==> src/rtl/ps_run_ctrl.sv <==
// Run controller for the 16-bit pipelined processor: streams a program into IM,
// pulses start, times the run until stop, then streams a DM window out.
//
// state     | meaning
// ----------+--------------------------------------------------------------
// S_IDLE    | waiting for cfg_go after reset
// S_LOAD    | accepting program words, writing IM
// S_START   | one-cycle ps_start pulse
// S_RUN     | processor running, cycle counter active, stop masked early on
// S_DUMP_RD | DM read issued for the current dump word
// S_DUMP_WT | capture DM data, then offer it on the dump stream
// S_DONE    | sequence complete, DM still owned by this block
// S_ERR     | run timed out, DM handed back to the processor side
module ps_run_ctrl #(
    parameter int ADDR_WIDTH = 8,
    parameter int DATA_WIDTH = 16,
    parameter int CNT_WIDTH  = 16,
    parameter int STOP_MASK  = 4
) (
    input  logic                  clk,
    input  logic                  rst,
    input  logic                  cfg_go,
    input  logic [ADDR_WIDTH:0]   prog_len,
    input  logic [ADDR_WIDTH-1:0] dump_base,
    input  logic [ADDR_WIDTH:0]   dump_len,
    input  logic                  ld_valid,
    output logic                  ld_ready,
    input  logic [DATA_WIDTH-1:0] ld_data,
    output logic                  im_wr,
    output logic [ADDR_WIDTH-1:0] im_w_addr,
    output logic [DATA_WIDTH-1:0] im_w_data,
    output logic                  ps_start,
    input  logic                  ps_stop,
    output logic                  dm_sel,
    output logic [ADDR_WIDTH-1:0] dm_addr,
    output logic                  dm_rd,
    input  logic [DATA_WIDTH-1:0] dm_r_data,
    output logic                  dp_valid,
    input  logic                  dp_ready,
    output logic [DATA_WIDTH-1:0] dp_data,
    output logic                  busy,
    output logic                  done,
    output logic                  err,
    output logic [CNT_WIDTH-1:0]  run_cycles
);
    typedef enum logic [2:0] {
        S_IDLE, S_LOAD, S_START, S_RUN, S_DUMP_RD, S_DUMP_WT, S_DONE, S_ERR
    } state_t;

    localparam logic [ADDR_WIDTH:0]  MAX_LEN  = {1'b1, {ADDR_WIDTH{1'b0}}};
    localparam logic [CNT_WIDTH-1:0] MASK_CNT = CNT_WIDTH'(STOP_MASK);

    state_t                state;
    logic [ADDR_WIDTH:0]   prog_len_q, dump_len_q, ld_cnt, dp_cnt;
    logic [ADDR_WIDTH-1:0] dump_base_q;
    logic [ADDR_WIDTH:0]   ld_cnt_inc, dp_cnt_inc, prog_len_clamp, dump_len_clamp;
    logic [CNT_WIDTH-1:0]  run_inc;
    logic                  accept, stop_hit;

    assign ld_cnt_inc     = ld_cnt + 1'b1;
    assign dp_cnt_inc     = dp_cnt + 1'b1;
    assign prog_len_clamp = (prog_len > MAX_LEN) ? MAX_LEN : prog_len;
    assign dump_len_clamp = (dump_len > MAX_LEN) ? MAX_LEN : dump_len;
    assign run_inc        = (&run_cycles) ? run_cycles : run_cycles + 1'b1;
    assign accept         = cfg_go && (state == S_IDLE || state == S_DONE || state == S_ERR);
    // run_cycles still holds the pre-increment count here, so the mask covers
    // exactly the first STOP_MASK RUN cycles.
    assign stop_hit       = ps_stop && (run_cycles >= MASK_CNT);

    always_ff @(posedge clk) begin
        if (rst) begin
            state       <= S_IDLE;
            prog_len_q  <= '0;
            dump_len_q  <= '0;
            dump_base_q <= '0;
            ld_cnt      <= '0;
            dp_cnt      <= '0;
            ld_ready    <= 1'b0;
            im_wr       <= 1'b0;
            im_w_addr   <= '0;
            im_w_data   <= '0;
            ps_start    <= 1'b0;
            dm_sel      <= 1'b0;
            dm_addr     <= '0;
            dm_rd       <= 1'b0;
            dp_valid    <= 1'b0;
            dp_data     <= '0;
            busy        <= 1'b0;
            done        <= 1'b0;
            err         <= 1'b0;
            run_cycles  <= '0;
        end else begin
            im_wr    <= 1'b0;
            ps_start <= 1'b0;
            dm_rd    <= 1'b0;
            if (accept) begin
                prog_len_q  <= prog_len_clamp;
                dump_len_q  <= dump_len_clamp;
                dump_base_q <= dump_base;
                ld_cnt      <= '0;
                dp_cnt      <= '0;
                run_cycles  <= '0;
                done        <= 1'b0;
                err         <= 1'b0;
                busy        <= 1'b1;
                dm_sel      <= 1'b0;
                dp_valid    <= 1'b0;
                if (prog_len_clamp == '0) begin
                    state    <= S_START;
                    ps_start <= 1'b1;
                end else begin
                    state    <= S_LOAD;
                    ld_ready <= 1'b1;
                end
            end else begin
                case (state)
                    S_LOAD: begin
                        if (ld_valid) begin
                            im_wr     <= 1'b1;
                            im_w_addr <= ld_cnt[ADDR_WIDTH-1:0];
                            im_w_data <= ld_data;
                            ld_cnt    <= ld_cnt_inc;
                            if (ld_cnt_inc == prog_len_q) begin
                                ld_ready <= 1'b0;
                                ps_start <= 1'b1;
                                state    <= S_START;
                            end
                        end
                    end
                    S_START: state <= S_RUN;
                    S_RUN: begin
                        run_cycles <= run_inc;
                        if (stop_hit) begin
                            dm_sel <= 1'b1;
                            if (dump_len_q == '0) begin
                                state <= S_DONE;
                                done  <= 1'b1;
                                busy  <= 1'b0;
                            end else begin
                                state   <= S_DUMP_RD;
                                dm_rd   <= 1'b1;
                                dm_addr <= dump_base_q;
                            end
                        end else if (&run_inc) begin
                            state <= S_ERR;
                            err   <= 1'b1;
                            busy  <= 1'b0;
                        end
                    end
                    S_DUMP_RD: state <= S_DUMP_WT;
                    S_DUMP_WT: begin
                        // dp_valid low marks the first WT cycle, when read data is on the bus
                        if (!dp_valid) begin
                            dp_data  <= dm_r_data;
                            dp_valid <= 1'b1;
                        end else if (dp_ready) begin
                            dp_valid <= 1'b0;
                            dp_cnt   <= dp_cnt_inc;
                            if (dp_cnt_inc == dump_len_q) begin
                                state <= S_DONE;
                                done  <= 1'b1;
                                busy  <= 1'b0;
                            end else begin
                                state   <= S_DUMP_RD;
                                dm_rd   <= 1'b1;
                                dm_addr <= dump_base_q + dp_cnt_inc[ADDR_WIDTH-1:0];
                            end
                        end
                    end
                    default: ;
                endcase
            end
        end
    end
endmodule

==> config.mk <==
export PLATFORM = sky130hd
export DESIGN_NAME = ps_run_ctrl
export DESIGN_NICKNAME = d
export VERILOG_FILES = /design/src/rtl/ps_run_ctrl.sv
export SDC_FILE = /design/constraint.sdc
export NUM_CORES = 1
export LEC_CHECK = 0
export BUFFER_PORTS_ARGS = -buffer_cell sky130_fd_sc_hd__buf_4
export CORE_AREA = 2 2 112 114
export CTS_CLUSTER_DIAMETER = 80
export DETAILED_ROUTE_END_ITERATION = 7
export DIE_AREA = 0 0 114 116
export PLACE_DENSITY = 0.74
export SYNTH_ARGS = -nofsm -noshare
export SYNTH_HDL_FRONTEND = slang
export SYNTH_SLANG_ARGS = --single-unit
==> constraint.sdc <==
create_clock -name clk -period 3.2 [get_ports clk]
set_input_delay 0.16 -clock clk [delete_from_list [all_inputs] [get_ports clk]]
set_output_delay 0.16 -clock clk [all_outputs]
set_load 0.01 [all_outputs]
==> reports/qor.log <==
INFO  status         result_of_the_run=finished clean
INFO  setup_path     path_class=flip-flop to flip-flop
INFO  clock_network  cts.clk_slew.worst_paths=0.05ns
INFO  route          route.final.wire_length=16,640um
INFO  sta            worstMarginPinSlew=0.9827ns
INFO  setup_path     critical_path_source_type=flip-flop
INFO  die            pin_count=137
INFO  place          port_buffers=136
INFO  route          remaining_drc_errors=0
INFO  power_and_ir_drop power_density=539.2nW/um^2
INFO  clock_network  clock_path_buffers=2
INFO  clock_network  cts_made_buffers=17
INFO  clock_network  cts_htree_levels=4
INFO  route          detailroute.via_count=5,863
INFO  setup_path     cp-end-kind=flip-flop
INFO  finish         postLayoutCellArea=7990um^2
INFO  clock_network  tritoncts_num_sinks=120
INFO  clock_network  tritoncts=built
INFO  sta            timing.max_slew.rel_slack=34.09%
INFO  finish         area_growth_synth_to_finish=36.19%
INFO  route          detail-route-antenna-nets=0
INFO  route          avgViaCountPerCell=5.474
INFO  synth          synth-seq-area-share=40.95%
INFO  sta            layout_min_cycle_time=2.892ns
INFO  die            floorplan.die.width=114um
INFO  synth          mappedNetlistArea=5867um^2
INFO  synth          synthesis.nets=823
INFO  finish         proportion_of_layout_cells_with_a_drive_suffix_above_1=20.26%
INFO  clock_network  clk-insertion-delay-late=0.41ns
INFO  sta            report.final.hold_viol_count=0
INFO  place          globalplace.congestion=0.9204
INFO  power_and_ir_drop total_leakage_power=3.153nW
INFO  setup_path     worstPathCellList=ha_1, nand3_2, xor2_2, inv_1, ha_1, inv_1, nor2_1, a2111oi_1, nor3_1, xnor2_1, o21a_1, o311a_1
INFO  synth          yosys_most_used_dff=sky130_fd_sc_hd__dfxtp_1
INFO  synth          post_synth_inst_count=745
INFO  grt            grt_start_max_net_pins=75
INFO  grt            vias_in_the_first_global_route=5,665
INFO  finish         num-nets-final=990
INFO  die            die_area=13,220um^2
INFO  grt            grt_first_pass_wirelength=26,700um
INFO  grt            globalRoute.totalOverflow=0
INFO  sta            fin_crit_sh=90.37%
INFO  synth          yosys_register_bits=120
INFO  place          post_dp_cell_area=7002um^2
INFO  finish         final_common_cell=sky130_fd_sc_hd__nand2_1
INFO  power_and_ir_drop vdd_ir_drop_max=0.4953mV
INFO  synth          synth.avg_cell_area=7.875um^2
INFO  route          wl_per_cell=15.54um
INFO  grt            grtUsageTotal=25.43%
INFO  grt            antenna_violations_before_repair=0
INFO  sta            setup_viol_count_final=0
INFO  place          place_hpwl=11,580um
INFO  sta            setup_tns=0ns
INFO  synth          async_reset_ff_share=0%
INFO  route          drt_iter0_drc=458
INFO  synth          yosysWarningCount=0
INFO  die            floorplan.rows=40
INFO  setup_path     critical-path-slowest-cell=sky130_fd_sc_hd__a2111oi_1
INFO  sta            fin_worst_skew=0.005142ns
INFO  setup_path     max_stage_delay=0.46ns
INFO  sta            hold_slack=0.006477ns
INFO  setup_path     critPathRequiredTime=3.50ns
INFO  setup_path     worst-endpoint-arrival=3.19ns
INFO  synth          post_synth_edffs=0
INFO  sta            grt_setup_unrepaired=no
INFO  clock_network  root_buffer=sky130_fd_sc_hd__clkbuf_16
INFO  route          drt-pass1-iter-count=5
INFO  synth          yosysUniqueCellTypes=63
INFO  die            core_area=11,910um^2
INFO  sta            final_max_slew_viol_count=0
INFO  finish         most-common-layout-cells=sky130_fd_sc_hd__nand2_1, sky130_fd_sc_hd__buf_4, sky130_fd_sc_hd__dfxtp_1, sky130_fd_sc_hd__a21oi_1, sky130_fd_sc_hd__nor2_1
INFO  hold_path      min_path_type=input port to flip-flop
INFO  clock_network  post-cts-setup-buffer-count=0
INFO  sta            fmax=345.8MHz
INFO  die            die_height=116um
INFO  die            starting_density_of_the_core=49.25%
INFO  flow_run       cap_violations=0
INFO  setup_path     cp_max_fo=7
[critical path: cells and delay by family, from the launching register on]
kind / cells / cell delay (ns)
flops: 1 / 0.43
fa+ha+maj: 2 / 0.53
xor+xnor: 2 / 0.36
compound gates: 3 / 0.92
simple gates: 3 / 0.38
buf+inv: 2 / 0.17
[stage by stage]
| stage | total power, W | utilization [%] | std cells | setup WS [ns] |
|---|---|---|---|---|
| final | 0.004308 | 67.08 | 1071 | 0.3083 |
| after global routing | 0.004517 | 67.06 | 1070 | 0.04898 |
| after CTS | 0.004338 | 66.94 | 1070 | 0.1328 |
| after detailed placement | 0.002488 | 58.78 | 999 | 0.2382 |
| after global placement | 0.002464 | 58.78 | 999 | 0.3808 |
| after floorplan | 0.002196 | - | 745 | 0.5347 |
[cell type report]
type | count | area, um^2
multi-input combinational | 571 | 3268
timing repair buffer | 186 | 1511
inverter | 16 | 60.06
antenna | 1 | 2.502
clock buffer | 21 | 460.4
tap | 147 | 183.9
sequential | 120 | 2402
clock inverter | 9 | 101.3
fill | 1013 | 3921
[worst paths after layout]
check / startpoint / endpoint / slack (ns) / depth (start not counted)
min reg2reg: dp_data[6]$_SDFFE_PP0P_ / dp_data[6]$_SDFFE_PP0P_ / 0.45 / 2
min: dump_base[0] / dump_base_q[0]$_SDFFE_PP0P_ / 0.006 / 3
max reg2reg: dp_cnt[0]$_SDFFE_PP0P_ / dm_addr[7]$_SDFFE_PP0P_ / 0.31 / 12
max: dp_cnt[0]$_SDFFE_PP0P_ / dm_addr[7]$_SDFFE_PP0P_ / 0.31 / 12
[layer usage]
layer	part of all wire (%)	GRT usage, %	vias up	wire length, um
met4	2.6	9.756	0	427
met1	41	30.39	2732	6902
met2	51	44.88	192	8415
met5	0	0	-	0
met3	5.4	5.492	37	893
li1	-	-	2902	-
[cells by family after synthesis]
| family | after synthesis | synth area share (%) |
|---|---|---|
| simple gates | 335 | 25.76 |
| compound gates | 158 | 16.25 |
| flops | 120 | 40.95 |
| buf+inv | 54 | 3.583 |
| xor+xnor | 53 | 8.381 |
| fa+ha+maj | 14 | 3.114 |
| mux | 11 | 1.962 |
[synthesized netlist by cell type, types with 9 or more instances]
| cell type | n | share of area [%] |
|---|---|---|
| sky130_fd_sc_hd__ha_1 | 13 | 2.8 |
| sky130_fd_sc_hd__nand2_1 | 166 | 11 |
| sky130_fd_sc_hd__mux2i_1 | 10 | 1.7 |
| sky130_fd_sc_hd__nand4_1 | 9 | 0.96 |
| sky130_fd_sc_hd__o21ai_0 | 19 | 1.6 |
| sky130_fd_sc_hd__a21oi_1 | 87 | 7.4 |
| sky130_fd_sc_hd__inv_1 | 16 | 1.0 |
| sky130_fd_sc_hd__nor3_1 | 27 | 2.3 |
| sky130_fd_sc_hd__nand3_1 | 16 | 1.4 |
| sky130_fd_sc_hd__clkbuf_1 | 29 | 1.9 |
| sky130_fd_sc_hd__nand3b_1 | 10 | 1.3 |
| sky130_fd_sc_hd__dfxtp_1 | 120 | 41 |
| sky130_fd_sc_hd__xnor2_1 | 27 | 4.0 |
| sky130_fd_sc_hd__nor2_1 | 66 | 4.2 |
| sky130_fd_sc_hd__xor2_1 | 24 | 3.6 |
[where the power goes]
part / total, W / switching, W / internal (W)
Sequential: 0.00170 / 0.000101 / 0.00160
Clock: 0.00180 / 0.000633 / 0.00117
Combinational: 0.000806 / 0.000443 / 0.000363
Total: 0.00431 / 0.00118 / 0.00313
[what timing repair did]
action                                 in CTS  in global routing
hold buffers                               41                  0
setup endpoints to repair                   0                  1
resized for setup                           0                  3
endpoints found under the hold margin      41                  0
[flip-flops by register name, indices dropped and copies added (netlist names)]
register / flops
run_cycles: 16
busy: 1
dm_sel: 1
dp_valid: 1
ps_start: 1
dump_base_q: 8
dp_data: 16
err: 1
ld_cnt: 9
ld_ready: 1
prog_len_q: 9
im_w_addr: 8
dump_len_q: 9
im_wr: 1
state: 3
dm_addr: 8
im_w_data: 16
dp_cnt: 9
done: 1
dm_rd: 1
(Power assumes the default switching activity.)
